<file path="config.mk">
export PLATFORM = sky130hd
export DESIGN_NAME = timer_capture_flat
export DESIGN_NICKNAME = d
export VERILOG_FILES = /design/src/rtl/timer_pkg.sv /design/src/rtl/timer_capture_if.sv /design/src/rtl/capture_fifo.sv /design/src/rtl/timer_capture.sv /design/src/flat_wrapper.sv
export SDC_FILE = /design/constraint.sdc
export NUM_CORES = 1
export LEC_CHECK = 0
export ABC_AREA = 1
export ABC_CLOCK_PERIOD_IN_PS = 3250
export CORE_MARGIN = 10
export CORE_UTILIZATION = 35
export DETAILED_ROUTE_END_ITERATION = 10
export PLACE_DENSITY = 0.56
export RECOVER_POWER = 100
export SLEW_MARGIN = 20
export SYNTH_ARGS = -nofsm -noshare
export SYNTH_HDL_FRONTEND = slang
export SYNTH_SLANG_ARGS = --single-unit
</file>
<file path="constraint.sdc">
create_clock -name clk -period 3.25 [get_ports clk]
set_input_delay 0.975 -clock clk [delete_from_list [all_inputs] [get_ports clk]]
set_output_delay 0.975 -clock clk [all_outputs]
set_load 0.05 [all_outputs]
</file>
<file path="src/rtl/timer_pkg.sv">
`default_nettype none
//============================================================================
// Module   : timer_pkg
// Brief    : Shared types and constants for the timer block family.
// Revision : 1.0 - initial release
//============================================================================
package timer_pkg;

    typedef enum logic [1:0] {
        EDGE_OFF  = 2'b00,
        EDGE_RISE = 2'b01,
        EDGE_FALL = 2'b10,
        EDGE_BOTH = 2'b11
    } edge_sel_t;

    localparam logic CAP_EDGE_RISE = 1'b1;

endpackage
`default_nettype wire

</file>
<file path="src/rtl/timer_capture_if.sv">
`default_nettype none
//============================================================================
// Module   : timer_capture_if
// Brief    : Capture-stream bundle (show-ahead head entry, valid/ready, fill).
// Revision : 1.0 - initial release
//============================================================================
interface timer_capture_if #(
    parameter int BITS  = 4,
    parameter int DEPTH = 4
) ();

    logic [BITS-1:0]          cap_data;
    logic                     cap_edge;
    logic                     cap_valid;
    logic                     cap_ready;
    logic [$clog2(DEPTH):0]   fifo_count;

    modport master (
        output cap_data,
        output cap_edge,
        output cap_valid,
        output fifo_count,
        input  cap_ready
    );

    modport slave (
        input  cap_data,
        input  cap_edge,
        input  cap_valid,
        input  fifo_count,
        output cap_ready
    );

endinterface
`default_nettype wire

</file>
<file path="src/rtl/capture_fifo.sv">
`default_nettype none
//============================================================================
// Module   : capture_fifo
// Brief    : Synchronous show-ahead FIFO; push while full is accepted only
//            when a pop happens in the same cycle.
// Revision : 1.0 - initial release
//============================================================================
module capture_fifo #(
    parameter int WIDTH = 5,
    parameter int DEPTH = 4
) (
    input  wire logic                     clk,
    input  wire logic                     rst,
    input  wire logic                     i_push,
    input  wire logic [WIDTH-1:0]         i_push_data,
    input  wire logic                     i_pop,
    output logic      [WIDTH-1:0]         o_head,
    output logic                          o_full,
    output logic                          o_empty,
    output logic      [$clog2(DEPTH):0]   o_count
);

    localparam int                   c_ADDR_W = $clog2(DEPTH);
    localparam logic [c_ADDR_W:0]    c_FULL_CNT = (c_ADDR_W+1)'(DEPTH);

    logic [WIDTH-1:0]    r_mem [DEPTH];
    logic [c_ADDR_W-1:0] r_wr_ptr;
    logic [c_ADDR_W-1:0] r_rd_ptr;
    logic [c_ADDR_W:0]   r_count;

    logic w_do_push;
    logic w_do_pop;

    assign o_empty   = (r_count == '0);
    assign o_full    = (r_count == c_FULL_CNT);
    assign o_count   = r_count;
    assign w_do_pop  = i_pop & ~o_empty;
    assign w_do_push = i_push & (~o_full | w_do_pop);

    // Head reads as zero when empty so the output is defined out of reset.
    assign o_head = o_empty ? '0 : r_mem[r_rd_ptr];

    always_ff @(posedge clk) begin
        if (w_do_push) begin
            r_mem[r_wr_ptr] <= i_push_data;
        end
    end

    always_ff @(posedge clk) begin
        if (rst) begin
            r_wr_ptr <= '0;
            r_rd_ptr <= '0;
            r_count  <= '0;
        end else begin
            if (w_do_push) begin
                r_wr_ptr <= r_wr_ptr + 1'b1;
            end
            if (w_do_pop) begin
                r_rd_ptr <= r_rd_ptr + 1'b1;
            end
            case ({w_do_push, w_do_pop})
                2'b10:   r_count <= r_count + 1'b1;
                2'b01:   r_count <= r_count - 1'b1;
                default: r_count <= r_count;
            endcase
        end
    end

endmodule
`default_nettype wire

</file>
<file path="src/rtl/timer_capture.sv">
`default_nettype none
//============================================================================
// Module   : timer_capture
// Brief    : Input-capture unit: snapshots timer_value on selected cap_in
//            edges into a FIFO. Optional glitch filter: CAP_FILTER_EN.
// Revision : 1.0 - initial release
//============================================================================
module timer_capture
    import timer_pkg::*;
#(
    parameter int BITS        = 4,
    parameter int DEPTH       = 4,
    parameter int SYNC_STAGES = 2,
    parameter int FILTER_LEN  = 3
) (
    input  wire logic            clk,
    input  wire logic            rst,
    input  wire logic            cap_in,
    input  wire logic [1:0]      edge_sel,
    input  wire logic [BITS-1:0] timer_value,
    timer_capture_if.master      cap_if,
    output logic                 overrun,
    input  wire logic            overrun_clr
);

`ifdef CAP_FILTER_EN
    // The filter delays the level by FILTER_LEN, so arming waits for it too.
    localparam int c_ARM_LEN = SYNC_STAGES + 1 + FILTER_LEN;
`else
    localparam int c_ARM_LEN = SYNC_STAGES + 1;
`endif
    localparam int c_ARM_W = $clog2(SYNC_STAGES + FILTER_LEN + 2);

    logic [SYNC_STAGES-1:0] r_sync;
    logic                   r_prev;
    logic [c_ARM_W-1:0]     r_arm_cnt;

    logic      w_sync_lvl;
    logic      w_level;
    logic      w_armed;
    logic      w_rise;
    logic      w_fall;
    logic      w_rise_en;
    logic      w_fall_en;
    logic      w_cap_push;
    logic      w_cap_edge;
    logic      w_pop;
    logic      w_full;
    logic      w_empty;
    logic      w_drop;
    edge_sel_t w_sel;

    logic [BITS:0] w_head;

    always_ff @(posedge clk) begin
        if (rst) begin
            r_sync <= '0;
        end else begin
            r_sync <= {r_sync[SYNC_STAGES-2:0], cap_in};
        end
    end

    assign w_sync_lvl = r_sync[SYNC_STAGES-1];

`ifdef CAP_FILTER_EN
    localparam int c_FCNT_W = $clog2(FILTER_LEN + 1);

    logic [c_FCNT_W-1:0] r_fcnt;
    logic                r_filt;

    // Any return to the current level restarts the stability count.
    always_ff @(posedge clk) begin
        if (rst) begin
            r_fcnt <= '0;
            r_filt <= 1'b0;
        end else if (w_sync_lvl != r_filt) begin
            if (r_fcnt == c_FCNT_W'(FILTER_LEN - 1)) begin
                r_filt <= w_sync_lvl;
                r_fcnt <= '0;
            end else begin
                r_fcnt <= r_fcnt + 1'b1;
            end
        end else begin
            r_fcnt <= '0;
        end
    end

    assign w_level = r_filt;
`else
    assign w_level = w_sync_lvl;
`endif

    always_ff @(posedge clk) begin
        if (rst) begin
            r_prev    <= 1'b0;
            r_arm_cnt <= '0;
        end else begin
            r_prev <= w_level;
            if (!w_armed) begin
                r_arm_cnt <= r_arm_cnt + 1'b1;
            end
        end
    end

    assign w_armed   = (r_arm_cnt == c_ARM_W'(c_ARM_LEN));
    assign w_rise    = w_level & ~r_prev;
    assign w_fall    = ~w_level & r_prev;
    assign w_sel     = edge_sel_t'(edge_sel);
    assign w_rise_en = (w_sel == EDGE_RISE) || (w_sel == EDGE_BOTH);
    assign w_fall_en = (w_sel == EDGE_FALL) || (w_sel == EDGE_BOTH);

    assign w_cap_push = w_armed & ((w_rise & w_rise_en) | (w_fall & w_fall_en));
    assign w_cap_edge = w_rise ? CAP_EDGE_RISE : ~CAP_EDGE_RISE;
    assign w_pop      = cap_if.cap_valid & cap_if.cap_ready;

    capture_fifo #(
        .WIDTH (BITS + 1),
        .DEPTH (DEPTH)
    ) u_fifo (
        .clk         (clk),
        .rst         (rst),
        .i_push      (w_cap_push),
        .i_push_data ({w_cap_edge, timer_value}),
        .i_pop       (w_pop),
        .o_head      (w_head),
        .o_full      (w_full),
        .o_empty     (w_empty),
        .o_count     (cap_if.fifo_count)
    );

    assign cap_if.cap_data  = w_head[BITS-1:0];
    assign cap_if.cap_edge  = w_head[BITS];
    assign cap_if.cap_valid = ~w_empty;

    // A simultaneous pop frees the slot, so only an unpopped full FIFO drops.
    assign w_drop = w_cap_push & w_full & ~w_pop;

    always_ff @(posedge clk) begin
        if (rst) begin
            overrun <= 1'b0;
        end else if (w_drop) begin
            overrun <= 1'b1;
        end else if (overrun_clr) begin
            overrun <= 1'b0;
        end
    end

endmodule
`default_nettype wire
</file>
<file path="src/flat_wrapper.sv">
// flat-port wrapper written by rule: the top's interface ports become plain ports
module timer_capture_flat import timer_pkg::*;
#(
    parameter int BITS        = 4,
    parameter int DEPTH       = 4,
    parameter int SYNC_STAGES = 2,
    parameter int FILTER_LEN  = 3
)
  (clk, rst, cap_in, edge_sel, timer_value, overrun, overrun_clr, cap_if_cap_data, cap_if_cap_edge, cap_if_cap_valid, cap_if_fifo_count, cap_if_cap_ready);
  timer_capture_if #(.BITS(BITS), .DEPTH(DEPTH)) cap_if_i ();
  input  wire logic clk;
  input  wire logic rst;
  input  wire logic cap_in;
  input  wire logic [1:0] edge_sel;
  input  wire logic [BITS-1:0] timer_value;
  output logic overrun;
  input  wire logic overrun_clr;
  output wire logic [$bits(cap_if_i.cap_data)-1:0] cap_if_cap_data;
  output wire logic [$bits(cap_if_i.cap_edge)-1:0] cap_if_cap_edge;
  output wire logic [$bits(cap_if_i.cap_valid)-1:0] cap_if_cap_valid;
  output wire logic [$bits(cap_if_i.fifo_count)-1:0] cap_if_fifo_count;
  input wire logic [$bits(cap_if_i.cap_ready)-1:0] cap_if_cap_ready;
  assign cap_if_cap_data = cap_if_i.cap_data;
  assign cap_if_cap_edge = cap_if_i.cap_edge;
  assign cap_if_cap_valid = cap_if_i.cap_valid;
  assign cap_if_fifo_count = cap_if_i.fifo_count;
  assign cap_if_i.cap_ready = cap_if_cap_ready;
  timer_capture #(.BITS(BITS), .DEPTH(DEPTH), .SYNC_STAGES(SYNC_STAGES), .FILTER_LEN(FILTER_LEN)) u_core (.clk(clk), .rst(rst), .cap_in(cap_in), .edge_sel(edge_sel), .timer_value(timer_value), .cap_if(cap_if_i), .overrun(overrun), .overrun_clr(overrun_clr));
endmodule
</file>
# [Word level (Yosys, flattened, before mapping)]
# Memory sizes are Yosys's and may differ from the RTL's. A register that Yosys moved wholly into a read port is not among the register bits.
# Index checks and enable logic that the tools add are counted.
[word_totals] register_bits=14 ram_bits=20 out_inout_bits=10 wordCells=51 memories=1
[mem_list] memory="u_core.u_fifo.r_mem" words=4 word_bits=5 rd=1 rd_ports_with_merged_regs=1 wr=1 line_no="capture_fifo.sv:26" text="logic [WIDTH-1:0] r_mem [DEPTH];"
[op_classes] add_sub_neg=5 n_eq_ne=7 mux=9 n_bitwise=17 reduce_logical=5
[op_table] op="$and A1 B1 Y1" count=10
[op_table] op="$add A3 B1 Y3 const B" count=2
[op_table] op="$eq A2 B2 Y1 const B" count=3
[op_table] op="$pmux W3 S2" count=1
[op_table] op="$mux W1" count=5
[op_table] op="$mux W5" count=1
[op_table] op="$not A1 Y1" count=5
[op_table] op="$add A2 B1 Y2 const B" count=2
[op_table] op="$eq A2 B1 Y1 const B" count=2
[op_table] op="$mux W2" count=2
[op_table] op="$reduce_bool A2 Y1" count=2
[op_table] op="$eq A3 B2 Y1 const B" count=1
[op_table] op="$eq A3 B3 Y1 const B" count=1
[op_table] op="$logic_not A3 Y1" count=1
[op_table] op="$sub A3 B1 Y3 const B" count=1
[op_table] op="$logic_or A1 B1 Y1" count=2
[op_table] op="$or A1 B1 Y1" count=2

# [Longest topological paths before layout]
[logic_depth] word_depth=8 mapped_depth=12

# [Hierarchy]
# Synthesis repeated with hierarchy kept, for this count alone.
[hier_totals] hier_cells=171 hier_area_um2=1605.3
[by_module_without_submodules] module="capture_fifo" n_inst=1 cells_per_inst=132 area_each_um2=1297.5 seq_area_each_um2=780.7
[by_module_without_submodules] module="timer_capture" n_inst=1 cells_per_inst=39 area_each_um2=307.8 seq_area_each_um2=140.1

# [Worst setup path after synthesis]
# Ideal clock, no wire load.
[synth_path] path_kind="reg-to-output" from="reg u_core.u_fifo.r_count[2], in the netlist u_core.u_fifo.o_count[2]" to="out cap_if_cap_data[0]" t_arrival_ps=2013 slack_ps=262 path_stages_with_launch=5 path_buffers=0 cell_sequence="dfxtp_1 > inv_1 > nand2_2 > inv_1 > a21oi_1"
[synth_via] elab_chain_cells=2
[synth_lines] element="start, declared" line_no="capture_fifo.sv:29" text="logic [c_ADDR_W:0] r_count;"
[synth_lines] element="start signal, assigned" line_no="capture_fifo.sv:62" text="2'b10: r_count <= r_count + 1'b1;"
[synth_lines] element="start signal, assigned" line_no="capture_fifo.sv:63" text="2'b01: r_count <= r_count - 1'b1;"
[synth_lines] element="start signal, assigned" line_no="capture_fifo.sv:64" text="default: r_count <= r_count;"
[synth_lines] element="$logic_not A3 Y1" line_no="capture_fifo.sv:34" text="assign o_empty = (r_count == '0);"
[synth_lines] element="$mux W5" line_no="capture_fifo.sv:41" text="assign o_head = o_empty ? '0 : r_mem[r_rd_ptr];"
[synth_lines] element="end, declared" line_no="flat_wrapper.sv:18" text="output wire logic [$bits(cap_if_i.cap_data)-1:0] cap_if_cap_data;"
# Every way passes these cells.

==> flow_summary.yaml <==
status:
  status: "complete, no violations"
grt:
  grt_use_total_pct: 9.014
  grt_first_pass_wirelength_mm: 5.319
  antenna_found_initial: 0
  grt-ovfl-total: 0
  grt_pass1_vias: 1093
  grt_start_max_net_pins: 12
timing:
  fmax_ghz: 0.3269
  hold_viol_final: 0
  slew_violations: 0
  layout_worst_path_cycle_share_pct: 94.11
  tightest_slew_ps: 563.1
  fin_crit_ps: 3059
  rsz0062_at_grt: "no"
  whs_ps: 410.6
  slew_headroom_pct: 62.32
  fin_tns_setup_ps: 0
  skew_ps: 8.218
  setup_viol_count_final: 0
critical_path:
  end_kind: "output pin"
  critPathKind: "flip-flop to output pin"
  start_kind: "flip-flop"
  path_max_fanout: 11
  arrival_ps: 2080
  worstPathRequired_ps: 2270
  reg2reg_from: "u_core.r_arm_cnt[0]"
floorplanning:
  initial_core_util_pct: 35.71
  die_x_um: 86.42
  die-area_sq_um: 7468
  die_y_um: 86.42
  coreArea_sq_um: 4324
  boundaryPins: 21
  rows: 24
layout:
  fin_area_sq_um: 1867
  n_antenna_cell: 0
  area_delta_synth_final_pct: 20.91
  drive_gt1_share_pct: 7.182
  nets: 198
clocking:
  hold_buffers: 0
  clock_path_buffers: 2
  post_cts_buffers: 0
  cts_buffers: 5
  clk_latency_ps: 290
  htreeDepth: 2
  cts_root_buffer: "clkbuf_8"
  cts_resized: 0
  cts_sinks: 36
  clkTransAtPathRegs_ps: 70
  cts_tree: "built"
synthesis:
  avgSynthCellArea_sq_um: 10.03
  synthCells: 154
  ys_seq_area_share_pct: 59.64
  ys_seq_elements: 36
  synth_area_leaders: "edfxtp_1 (39%), dfxtp_1 (21%), nor2_1 (8.3%), inv_1 (5.1%), ha_1 (4.9%)"
  synth_top_area_share_pct: 38.90
  yosysTopAreaCell: "edfxtp_1"
  yosysWarnings: 0
  syn_nets: 172
  synth_area_sq_um: 1544
  yosysUniqueCellTypes: 24
worst_hold_path:
  min_path_type: "flip-flop to flip-flop"
  min_from: "u_core.r_sync[0]"
power_and_ir_drop:
  pwr_density_cell_nw_per_um2: 712.8
  leakagePower_nw: 0.7216
  total_power_mw: 1.331
  ir_drop_mv: 0.3113
placed_design:
  gp_congestion: 0.8132
  dpl_cell_area_sq_um: 1804
  portBuffers: 20
  dp_hpwl_mm: 2.368
drt:
  viasPerCell: 4.734
  routed_wl_mm: 3.124
  first_iter_violations: 84
  ant_nets: 0
  via_count: 1103
  drc: 0
  dr.pass1.iters: 4
  wl_per_cell_um: 13.41
flow_run:
  cap_viol_max_count: 0
[layer usage]
metal / track usage [%] / part of all wire (%) / up-vias
met4: 3.829 / 1.7 / 0
li1: - / - / 558
met1: 10.66 / 44 / 507
met3: 3.846 / 7.4 / 8
met5: 0 / 0 / -
met2: 13.96 / 47 / 30
[Yosys cell counts]
master,count
nand2_4,2
inv_1,21
nand4_2,1
o21ai_1,4
fa_1,1
nor2_2,1
buf_2,1
nand3_1,4
inv_4,1
a21boi_0,1
o22ai_1,1
a21oi_1,12
ha_1,6
xor2_1,1
a21oi_2,1
nand2_2,4
nand3_2,1
nor2_1,34
nor2_4,1
edfxtp_1,20
dfxtp_1,16
o21ai_0,13
nand2_1,6
inv_2,1
[worst paths after layout]
kind                              endpoint  slack [ps]  cells after the start
setup / recovery        cap_if_cap_data[2]         190                      4
hold / removal            u_core.r_sync[1]         410                      2
hold reg to reg           u_core.r_sync[1]         410                      2
setup reg to reg  u_core.u_fifo.o_count[2]        1240                     10
[worst max-delay path: stages, from the launching register on]
cell,delay (ps)
dfxtp_1,410
inv_1,250
o21ai_0,130
a21oi_1,170
clkdlybuf4s50_1,820
[registers in the layout, summed over array words and instances (netlist names), named ones only]
signal / cells
u_core.overrun: 1
u_core.r_prev: 1
u_core.u_fifo.r_wr_ptr: 2
u_core.r_arm_cnt: 3
u_core.r_sync: 2
u_core.u_fifo.r_mem: 20
u_core.u_fifo.r_rd_ptr: 2
u_core.u_fifo.o_count: 3
[power by group]
part | internal, mW | switching (mW)
logic | 0.147 | 0.326
registers | 0.515 | 0.0411
clock network | 0.149 | 0.152
total | 0.811 | 0.519
[cells by family (layout without fill, tap and decap cells)]
logic type | Yosys count | in the layout | synth area share, %
AO/OA/AOI/OAI | 32 | 32 | 10.86
adder cells (fa/ha/maj) | 7 | 7 | 6.159
AND/OR/NAND/NOR | 54 | 54 | 16.69
XOR/XNOR | 1 | 1 | 0.5674
buffers and inverters | 24 | 51 | 6.078
flip-flops | 36 | 36 | 59.64
[cell type report]
type	count	area, sq um
Multi-Input combinational cell	94	511.7
Timing Repair Buffer	20	200.2
Inverter	23	88.84
Fill cell	432	2457
Sequential cell	36	920.9
Clock inverter	1	3.754
Tap cell	52	65.06
Clock buffer	7	76.32
[metrics by stage]
stage          setup slack, ps  instances  util, %
4_1_cts                  157.3        233    43.58
2_1_floorplan            261.9        154        -
6_report                 191.4        233    43.17
5_1_grt                  11.50        233    43.17
3_3_place_gp             499.2        225    41.72
3_5_place_dp             478.4        225    41.72
[cells in the final DEF, fill, tap and decap left out, drive strengths merged, types with 7 or more instances in the layout]
master,instances
clkdlybuf4s50,9
nor2,36
o21ai,17
a21oi,13
nand2,12
dlygate4sd3,11
dfxtp,16
edfxtp,20
clkbuf,7
inv,23
Power figures use the tool's default switching activity.
